--- src/rtl/pipeline_hazard_ctrl_if.sv ---
// Decode-side hazard interface: instruction descriptor from decode, pipeline control back.
// Parameters must match those of the pipeline_hazard_ctrl instance that uses it.
interface pipeline_hazard_ctrl_if #(
  parameter int SEL_BITS = 4,
  parameter int DEPTH    = 3,
  parameter int CNT_W    = 16
);
  localparam int SW = $clog2(DEPTH + 1);

  logic                dec_valid;
  logic [SEL_BITS-1:0] dec_rs1;
  logic                dec_rs1_use;
  logic [SEL_BITS-1:0] dec_rs2;
  logic                dec_rs2_use;
  logic [SEL_BITS-1:0] dec_rd;
  logic                dec_wr_sc;
  logic                dec_wr_vec;
  logic                dec_pc_wr;
  logic                stall_fd;
  logic                bubble_ex;
  logic                flush_fd;
  logic [SW-1:0]       fwd_sel1;
  logic [SW-1:0]       fwd_sel2;
  logic [SW-1:0]       inflight_cnt;
  logic [CNT_W-1:0]    stall_cycles;

  modport master (
    output dec_valid, dec_rs1, dec_rs1_use, dec_rs2, dec_rs2_use,
           dec_rd, dec_wr_sc, dec_wr_vec, dec_pc_wr,
    input  stall_fd, bubble_ex, flush_fd, fwd_sel1, fwd_sel2,
           inflight_cnt, stall_cycles
  );

  modport slave (
    input  dec_valid, dec_rs1, dec_rs1_use, dec_rs2, dec_rs2_use,
           dec_rd, dec_wr_sc, dec_wr_vec, dec_pc_wr,
    output stall_fd, bubble_ex, flush_fd, fwd_sel1, fwd_sel2,
           inflight_cnt, stall_cycles
  );
endinterface

--- src/rtl/pipeline_hazard_ctrl.sv ---
// Scoreboard RAW-hazard / forwarding controller beside decode; tracks in-flight
// destinations and PC writes over DEPTH post-decode stages and counts stall cycles.
module pipeline_hazard_ctrl #(
  parameter int SEL_BITS = 4,
  parameter int DEPTH    = 3,
  parameter int FWD_EN   = 1,
  parameter int FWD_FROM = 1,
  parameter int CNT_W    = 16
) (
  input logic                   clk,
  input logic                   rst,
  pipeline_hazard_ctrl_if.slave hz
);
  localparam int SW = $clog2(DEPTH + 1);

  typedef struct packed {
    logic                v;
    logic [SEL_BITS-1:0] rd;
    logic                wrSc;
    logic                wrVec;
    logic                pcWr;
  } sbEntry_t;

  sbEntry_t         sb [DEPTH];
  logic [CNT_W-1:0] stallCycles;
  logic [SW-1:0]    fwdSel1, fwdSel2, inflight;
  logic             found1, found2;
  logic             rawStall1, rawStall2;
  logic             pcBusy, flushFd, stallFd, issue;

  // Register kind is ignored: a scalar and a vector write to the same select both hit.
  function automatic logic hit(input sbEntry_t e, input logic [SEL_BITS-1:0] rs,
                               input logic srcUse);
    return srcUse & e.v & (e.wrSc | e.wrVec) & (e.rd == rs);
  endfunction

  always_comb begin
    found1    = 1'b0;
    found2    = 1'b0;
    rawStall1 = 1'b0;
    rawStall2 = 1'b0;
    fwdSel1   = '0;
    fwdSel2   = '0;
    pcBusy    = 1'b0;
    inflight  = '0;
    // Scan from sb[0] so the youngest producer wins, even if it cannot forward.
    for (int i = 0; i < DEPTH; i++) begin
      if (!found1 && hit(sb[i], hz.dec_rs1, hz.dec_rs1_use & hz.dec_valid)) begin
        found1 = 1'b1;
        if ((FWD_EN != 0) && (i >= FWD_FROM)) fwdSel1 = SW'(i + 1);
        else                                  rawStall1 = 1'b1;
      end
      if (!found2 && hit(sb[i], hz.dec_rs2, hz.dec_rs2_use & hz.dec_valid)) begin
        found2 = 1'b1;
        if ((FWD_EN != 0) && (i >= FWD_FROM)) fwdSel2 = SW'(i + 1);
        else                                  rawStall2 = 1'b1;
      end
      inflight = inflight + SW'(sb[i].v);
    end
    for (int i = 0; i < DEPTH - 1; i++) begin
      if (sb[i].v && sb[i].pcWr) pcBusy = 1'b1;
    end
  end

  assign flushFd = sb[DEPTH-1].v & sb[DEPTH-1].pcWr;
  assign stallFd = hz.dec_valid & ~flushFd & (rawStall1 | rawStall2 | pcBusy);
  assign issue   = hz.dec_valid & ~stallFd & ~flushFd;

  always_ff @(posedge clk or posedge rst) begin
    if (rst) begin
      for (int i = 0; i < DEPTH; i++) sb[i] <= '0;
      stallCycles <= '0;
    end else begin
      sb[0] <= issue ? sbEntry_t'{1'b1, hz.dec_rd, hz.dec_wr_sc, hz.dec_wr_vec, hz.dec_pc_wr}
                     : sbEntry_t'('0);
      for (int i = 1; i < DEPTH; i++) sb[i] <= sb[i-1];
      if (stallFd && (stallCycles != {CNT_W{1'b1}})) stallCycles <= stallCycles + 1'b1;
    end
  end

  assign hz.stall_fd     = stallFd;
  assign hz.bubble_ex    = stallFd | flushFd;
  assign hz.flush_fd     = flushFd;
  assign hz.fwd_sel1     = fwdSel1;
  assign hz.fwd_sel2     = fwdSel2;
  assign hz.inflight_cnt = inflight;
  assign hz.stall_cycles = stallCycles;
endmodule
--- src/flat_wrapper.sv ---
// flat-port wrapper written by rule: the top's interface ports become plain ports
module pipeline_hazard_ctrl_flat 
#(
  parameter int SEL_BITS = 4,
  parameter int DEPTH    = 3,
  parameter int FWD_EN   = 1,
  parameter int FWD_FROM = 1,
  parameter int CNT_W    = 16
)
  (clk, rst, hz_dec_valid, hz_dec_rs1, hz_dec_rs1_use, hz_dec_rs2, hz_dec_rs2_use, hz_dec_rd, hz_dec_wr_sc, hz_dec_wr_vec, hz_dec_pc_wr, hz_stall_fd, hz_bubble_ex, hz_flush_fd, hz_fwd_sel1, hz_fwd_sel2, hz_inflight_cnt, hz_stall_cycles);
  pipeline_hazard_ctrl_if #(.SEL_BITS(SEL_BITS), .DEPTH(DEPTH), .CNT_W(CNT_W)) hz_i ();
  input logic clk;
  input logic rst;
  input wire logic [$bits(hz_i.dec_valid)-1:0] hz_dec_valid;
  input wire logic [$bits(hz_i.dec_rs1)-1:0] hz_dec_rs1;
  input wire logic [$bits(hz_i.dec_rs1_use)-1:0] hz_dec_rs1_use;
  input wire logic [$bits(hz_i.dec_rs2)-1:0] hz_dec_rs2;
  input wire logic [$bits(hz_i.dec_rs2_use)-1:0] hz_dec_rs2_use;
  input wire logic [$bits(hz_i.dec_rd)-1:0] hz_dec_rd;
  input wire logic [$bits(hz_i.dec_wr_sc)-1:0] hz_dec_wr_sc;
  input wire logic [$bits(hz_i.dec_wr_vec)-1:0] hz_dec_wr_vec;
  input wire logic [$bits(hz_i.dec_pc_wr)-1:0] hz_dec_pc_wr;
  output wire logic [$bits(hz_i.stall_fd)-1:0] hz_stall_fd;
  output wire logic [$bits(hz_i.bubble_ex)-1:0] hz_bubble_ex;
  output wire logic [$bits(hz_i.flush_fd)-1:0] hz_flush_fd;
  output wire logic [$bits(hz_i.fwd_sel1)-1:0] hz_fwd_sel1;
  output wire logic [$bits(hz_i.fwd_sel2)-1:0] hz_fwd_sel2;
  output wire logic [$bits(hz_i.inflight_cnt)-1:0] hz_inflight_cnt;
  output wire logic [$bits(hz_i.stall_cycles)-1:0] hz_stall_cycles;
  assign hz_i.dec_valid = hz_dec_valid;
  assign hz_i.dec_rs1 = hz_dec_rs1;
  assign hz_i.dec_rs1_use = hz_dec_rs1_use;
  assign hz_i.dec_rs2 = hz_dec_rs2;
  assign hz_i.dec_rs2_use = hz_dec_rs2_use;
  assign hz_i.dec_rd = hz_dec_rd;
  assign hz_i.dec_wr_sc = hz_dec_wr_sc;
  assign hz_i.dec_wr_vec = hz_dec_wr_vec;
  assign hz_i.dec_pc_wr = hz_dec_pc_wr;
  assign hz_stall_fd = hz_i.stall_fd;
  assign hz_bubble_ex = hz_i.bubble_ex;
  assign hz_flush_fd = hz_i.flush_fd;
  assign hz_fwd_sel1 = hz_i.fwd_sel1;
  assign hz_fwd_sel2 = hz_i.fwd_sel2;
  assign hz_inflight_cnt = hz_i.inflight_cnt;
  assign hz_stall_cycles = hz_i.stall_cycles;
  pipeline_hazard_ctrl #(.SEL_BITS(SEL_BITS), .DEPTH(DEPTH), .FWD_EN(FWD_EN), .FWD_FROM(FWD_FROM), .CNT_W(CNT_W)) u_core (.clk(clk), .rst(rst), .hz(hz_i));
endmodule
--- config.mk ---
export PLATFORM = sky130hd
export DESIGN_NAME = pipeline_hazard_ctrl_flat
export DESIGN_NICKNAME = d
export VERILOG_FILES = /design/src/rtl/pipeline_hazard_ctrl_if.sv /design/src/rtl/pipeline_hazard_ctrl.sv /design/src/flat_wrapper.sv
export SDC_FILE = /design/constraint.sdc
export NUM_CORES = 1
export LEC_CHECK = 0
export ABC_AREA = 1
export CORE_MARGIN = 2
export CORE_UTILIZATION = 50
export DETAILED_ROUTE_END_ITERATION = 12
export PLACE_DENSITY = 0.77
export SETUP_SLACK_MARGIN = 0.1
export SYNTH_ARGS = -nofsm -noshare
export SYNTH_HDL_FRONTEND = slang
export SYNTH_SLANG_ARGS = --single-unit
--- constraint.sdc ---
create_clock -name clk -period 4.5 [get_ports clk]
set_input_delay 0.9 -clock clk [delete_from_list [all_inputs] [get_ports clk]]
set_output_delay 0.9 -clock clk [all_outputs]
set_load 0.05 [all_outputs]
==> qor.yml, run 1 <==
critical_path:
  cp_slowest_cell: "clkdlybuf4s50_1"
  cp_max_fo: 4
  critPathRequiredTime_ns: 3.60
  worst_path_most_repeated_cell: "nand2_1"
  cp_slowest_stage_delay_ns: 0.79
  arrival_ns: 2.95
  crit_family: "buffers and inverters"
  critical_path_class: "in -> out"
  crit_path_start_kind: "input port"
  crit_chain: "clkdlybuf4s50_1 -> inv_2 -> nand2_1 -> nand2_1 -> nor2_1 -> nand3_2 -> nand3_4 -> nand2_1 -> nand2_1 -> clkdlybuf4s50_1"
  cp.buffers_inverters: 3
  end_kind: "output port"
timing:
  final_period_minus_worst_setup_slack_ns: 3.85
  slew_violations: 0
  setup_viol: 0
  rsz0062_at_grt: "no"
  fin_crit_sh_pct: 85.5
  finalSetupTns_ns: 0
  hold_viol_final: 0
  max_freq_mhz: 260
  maxSlewHeadroom_pct: 66.3
  finalClockSkew_ns: 0.00516
  tightest_slew_ns: 0.505
  finalWorstSetupSlack_ns: 0.652
placed_design:
  dp_hpwl_um: 4490
  gp_congestion: 0.970
  port_buffers: 44
  place_ws_ns: 0.656
logic_synthesis:
  synth_top_area_share_pct: 40.5
  synth_top_cell_by_area: "dfrtp_1"
  ys_top_cells_by_area: "dfrtp_1 (40%), nand2_1 (16%), inv_1 (8.6%)"
  synth_cells: 335
  syn-cell-area_mm2: 0.00247
  ys_warn_count: 0
  ys_types: 33
  ys_ff_latch: 40
  syn-num-nets: 357
  avgSynthCellArea_um2: 7.38
  yosysSeqAreaShare_pct: 40.5
outcome:
  status: "completed"
clock_network:
  clk_pin_slew_ns: 0.08
  htree_levels: 2
  postCtsSetupBuffers: 0
  cts_hold_buf: 0
  cts_root_buf: "clkbuf_8"
  cts_inserted_buffers: 5
  cts_resized: 0
  cts_buffer_depth: 2
  clock-sinks: 40
  tritoncts: "yes"
  clk_latency_ns: 0.29
floorplan:
  die_h_um: 74.3
  core-area_mm2: 0.00475
  initial_core_util_pct: 52.0
  die_x_um: 74.3
  ioPinCount: 45
  die_area_mm2: 0.00553
  fp-row-count: 25
global_route:
  grt_overflow: 0
  grt_pass1_wl_um: 9890
  antenna_found_initial: 0
  grt_max_degree: 41
  grt_pass1_vias: 2074
  track_usage_pct: 23.8
detailed_routing:
  dr_total_vias: 2228
  drt-initial-drc-count: 177
  firstDrtPassIters: 4
  avgRoutedWirePerCell_um: 13.0
  viasPerCell: 4.93
  final_antenna_net_count: 0
  wl_um: 5900
  drc: 0
job:
  max-cap-violations: 0
power:
  static-leakage-power_nw: 1.54
  p_per_area_mw_per_mm2: 321
  worst_ir_drop_vdd_mv: 0.248
cells_and_area:
  drive_gt1_share_pct: 11.7
  syn2layout_area_growth_pct: 24.6
  diodes: 0
  fin_nets: 406
min_path:
  hold_path.class: "reg -> reg"
## cell usage in the layout (no fill, tap or decap), drive strengths merged
cell type / count
clkinv: 1
nand2: 113
ha: 1
nor3b: 1
a22o: 1
nor4: 1
o22ai: 6
xnor2: 2
inv: 65
clkbuf: 5
clkinvlp: 1
o21ai: 5
a31oi: 1
buf: 3
clkdlybuf4s50: 44
nand3: 20
a211oi: 2
nand4: 22
xor2: 2
nor2: 40
bufinv: 1
dfrtp: 40
nand3b: 1
a21oi: 4
fa: 1
nor3: 2
## cells in the mapped netlist (all sizes together)
master / n
nand4: 22
nor4: 1
clkbuf: 1
fa: 1
a21oi: 4
nor3: 2
nor2: 40
ha: 1
nand3: 20
nor3b: 1
o21ai: 5
dfrtp: 40
nand3b: 1
o22ai: 6
inv: 65
xor2: 2
xnor2: 2
buf: 4
a22o: 1
nand2: 113
a211oi: 2
a31oi: 1
## cells by family (layout without fill, tap and decap cells)
kind of cell | count (synthesis) | in the layout | synth area share (%)
AND/OR/NAND/NOR | 200 | 200 | 40.4
buffers and inverters | 70 | 120 | 11.9
flip-flops | 40 | 40 | 40.5
AO/OA/AOI/OAI | 19 | 19 | 4.55
XOR/XNOR | 4 | 4 | 1.42
adder cells (fa/ha/maj) | 2 | 2 | 1.32
## sequential cells by signal, indices dropped and copies added, names as in the netlist
name	flops
u_core.sb	24
u_core.hz.stall_cycles	16
## worst reg2reg max path, cell delays in order, from the launching register on
cell,delay (ns)
dfrtp_1,0.45
inv_1,0.08
nand2_1,0.07
nand2_1,0.05
nor2_1,0.15
nand3_2,0.15
nand3_4,0.11
buf_4,0.27
nand3_4,0.19
nand2_1,0.10
nand2_1,0.05
## where the power goes
group / leakage, nW / total, W / switching (W) / internal, W
Sequential: 0.532 / 0.000434 / 0.0000443 / 0.000390
Combinational: 0.949 / 0.000263 / 0.000171 / 0.0000914
Clock: 0.0541 / 0.000293 / 0.000129 / 0.000164
Total: 1.54 / 0.000990 / 0.000345 / 0.000645
## cell type report
class                      instances  area [um2]
clock buffer                       5        68.8
clock inverter                     3        42.5
fill                             437        1670
inverter                          65         244
multi-input combinational        225        1180
sequential                        40        1000
tap                               67        83.8
timing repair buffer              47         463
## metal layers
| layer | up-vias | part of all wire, % | GRT usage (%) |
|---|---|---|---|
| li1 | 1143 | - | - |
| met1 | 1021 | 49 | 35.6 |
| met2 | 58 | 44 | 35.1 |
| met3 | 6 | 5.8 | 4.88 |
| met4 | 0 | 1.2 | 7.14 |
| met5 | - | 0 | 0 |
## metrics by stage
step           area (um2)  power (W)  hold WS, ns  utilization (%)  instances
3_3_place_gp         2970   0.000699        0.356             62.5        444
4_1_cts              3080    0.00100        0.378             64.8        452
2_1_floorplan        2470   0.000615        0.354                -        335
3_5_place_dp         2970   0.000704        0.359             62.5        444
5_1_grt              3080    0.00104        0.395             64.8        452
6_report             3080   0.000990        0.375             64.8        452
## worst paths after layout
path | depth (start not counted) | start | to | slack (ns)
min | 0 | u_core.sb[18] | u_core.sb[10] | 0.38
max in group asynchronous | 3 | rst | u_core.sb[5] | 3.14
max | 10 | hz_dec_rs2[0] | hz_bubble_ex | 0.65
min reg2reg | 0 | u_core.sb[18] | u_core.sb[10] | 0.38
max reg2reg | 10 | u_core.sb[21] | u_core.hz.stall_cycles[9] | 2.71
min in group asynchronous | 3 | rst | u_core.sb[16] | 1.02
Power figures use the tool's default switching activity.
==> run 2, diff against run 1 <==
--- a/config.mk
+++ b/config.mk
@@ -7,9 +7,9 @@
 export LEC_CHECK = 0
 export ABC_AREA = 1
 export CORE_MARGIN = 2
-export CORE_UTILIZATION = 50
+export CORE_UTILIZATION = 40
 export DETAILED_ROUTE_END_ITERATION = 12
-export PLACE_DENSITY = 0.77
+export PLACE_DENSITY = 0.74
 export SETUP_SLACK_MARGIN = 0.1
 export SYNTH_ARGS = -nofsm -noshare
 export SYNTH_HDL_FRONTEND = slang
==> run 2 against run 1 <==
Final cell count up 1.8%. Die area increased by 24%. Design area fell by 0.12%. Flip-flop and latch count stayed put. First-iteration DRC count is 6.2% lower. Register-to-register slack improved by 0.06 ns. Clock power down 12%. Worst hold slack improved by 0.00075 ns. Global-route usage decreased by 4.9 points. Maximum frequency about the same. Routed wire length down 1.4%. Clock skew rose by 0.0032 ns. Highest routed layer unchanged.
==> qor.yml, run 2 (synthesis gave the netlist of run 1 again) <==
power:
  p_per_area_mw_per_mm2: 309
  worst_ir_drop_vdd_mv: 0.216
  switchingPower_w: 0.000347
  static-leakage-power_nw: 1.52
  internal-power_w: 0.000605
  clkPwrFrac_pct: 27.0
  comb_power_share_pct: 27.4
  p_sw_share_pct: 36.4
  pwr-share-seq_pct: 45.7
timing:
  finalSetupTns_ns: 0
  hold_viol_final: 0
  tightest_slew_ns: 0.513
  setup_viol: 0
  finalClockSkew_ns: 0.00833
  maxSlewHeadroom_pct: 65.7
  max_freq_mhz: 260
  final_period_minus_worst_setup_slack_ns: 3.85
  rsz0062_at_grt: "no"
  fin_crit_sh_pct: 85.6
  slew_violations: 0
detailed_routing:
  wl_um: 5820
  met2_length_um: 2610
  viasPerCell: 4.92
  highest_layer: "met4"
  drc: 0
  wl_met3_um: 299
  final_antenna_net_count: 0
  avgRoutedWirePerCell_um: 12.6
  drt-initial-drc-count: 166
  met1_length_um: 2800
  dr_total_vias: 2263
  firstDrtPassIters: 4
cells_and_area:
  syn2layout_area_growth_pct: 24.4
  final_common_cell: "nand2_1"
  diodes: 0
  largest_reg_flops: 24
  mostFrequentLayoutCells: "nand2_1 (107), inv_1 (57), clkdlybuf4s50_1 (44)"
  fin_util_pct: 51.7
  fin_nets: 406
  top_register: "u_core.sb"
  drive_gt1_share_pct: 11.7
clock_network:
  cts_root_buf: "clkbuf_8"
  htree_levels: 2
  clock-sinks: 40
  cts_buffer_depth: 2
  tritoncts: "yes"
  clk_latency_ns: 0.30
  cts_resized: 0
  cts_hold_buf: 0
  clk_pin_slew_ns: 0.09
  postCtsSetupBuffers: 0
  cts_inserted_buffers: 5
floorplan:
  ioPinCount: 45
  fp-row-count: 28
  die_x_um: 82.6
  core-area_mm2: 0.00596
  die_h_um: 82.6
  initial_core_util_pct: 41.5
  die_area_mm2: 0.00683
critical_path:
  cp_slowest_cell: "clkdlybuf4s50_1"
  crit_chain: "clkdlybuf4s50_1 -> inv_2 -> nand2_1 -> nand2_1 -> nor2_2 -> nand3_2 -> nand3_4 -> nand2_1 -> nand2_1 -> clkdlybuf4s50_1"
  critical_path_class: "in -> out"
  cp_slowest_stage_delay_ns: 0.80
  cp_max_fo: 4
  arrival_ns: 2.95
  crit_family: "buffers and inverters"
  worst_path_most_repeated_cell: "nand2_1"
  crit_path_start_kind: "input port"
  end_kind: "output port"
  critPathRequiredTime_ns: 3.60
  cp.buffers_inverters: 3
placed_design:
  gp_congestion: 0.884
  dp_hpwl_um: 4410
  port_buffers: 44
outcome:
  status: "completed"
global_route:
  grt_pass1_vias: 2103
  grt_pass1_wl_um: 9810
  antenna_found_initial: 0
  track_usage_pct: 19.0
  grt_max_degree: 41
  grt_overflow: 0
min_path:
  hold_path.class: "reg -> reg"
job:
  max-cap-violations: 0
[run 2: cell types whose count changed in the layout (fill, tap and decap cells not counted), sizes merged]
cell / delta
bufinv: -1
clkbuf: +1
clkinv: -1
clkinvlp: +1
[run 2: worst paths after layout]
check / start / endpoint / slack, ns / depth (start not counted)
worst max register to register: u_core.sb[21] / u_core.hz.stall_cycles[3] / 2.77 / 10
worst max-delay path: hz_dec_rs2[3] / hz_bubble_ex / 0.65 / 10
worst min-delay path: u_core.sb[8] / u_core.sb[0] / 0.38 / 0
worst min register to register: u_core.sb[8] / u_core.sb[0] / 0.38 / 0
min in group asynchronous: rst / u_core.sb[0] / 1.02 / 3
max in group asynchronous: rst / u_core.sb[19] / 3.13 / 3
[run 2: metrics by stage]
step / std cells / power, W / setup slack (ns) / instance area [um2] / hold slack [ns]
floorplan: 335 / 0.000615 / 1.14 / 2470 / 0.354
global route: 460 / 0.00100 / 0.487 / 3080 / 0.395
global placement: 452 / 0.000701 / 0.612 / 2980 / 0.358
detailed placement: 452 / 0.000703 / 0.636 / 2980 / 0.362
finish: 460 / 0.000952 / 0.649 / 3080 / 0.376
CTS: 460 / 0.000964 / 0.633 / 3080 / 0.379
[run 2: area by class of cell]
cell class	count	area, um2
Fill cell	581	2880
Multi-Input combinational cell	225	1180
Sequential cell	40	1000
Timing Repair Buffer	47	463
Inverter	65	244
Tap cell	75	93.8
Clock buffer	6	82.6
Clock inverter	2	15.0
[run 2: metal layers]
| metal | global-route usage [%] | up-vias |
|---|---|---|
| met2 | 28.3 | 63 |
| met3 | 3.48 | 8 |
| met1 | 27.2 | 1050 |
| li1 | - | 1142 |
| met4 | 7.21 | 0 |
| met5 | 0 | - |
[run 2: power groups by stage]
stage               logic [W]  registers (W)  clock network, W
finish               0.000260       0.000434          0.000257
global route         0.000283       0.000441          0.000280
CTS                  0.000262       0.000434          0.000268
detailed placement   0.000261       0.000442                 0
global placement     0.000260       0.000441                 0
floorplan            0.000132       0.000483                 0
[run 2: worst reg2reg max path, stage by stage (launching register included)]
cell     delay, ns
dfrtp_1       0.44
inv_1         0.08
nand2_1       0.07
nand2_1       0.06
nor2_1        0.11
nand3_2       0.15
nand3_4       0.11
buf_4         0.27
nand3_4       0.19
nand2_1       0.10
nand2_1       0.05
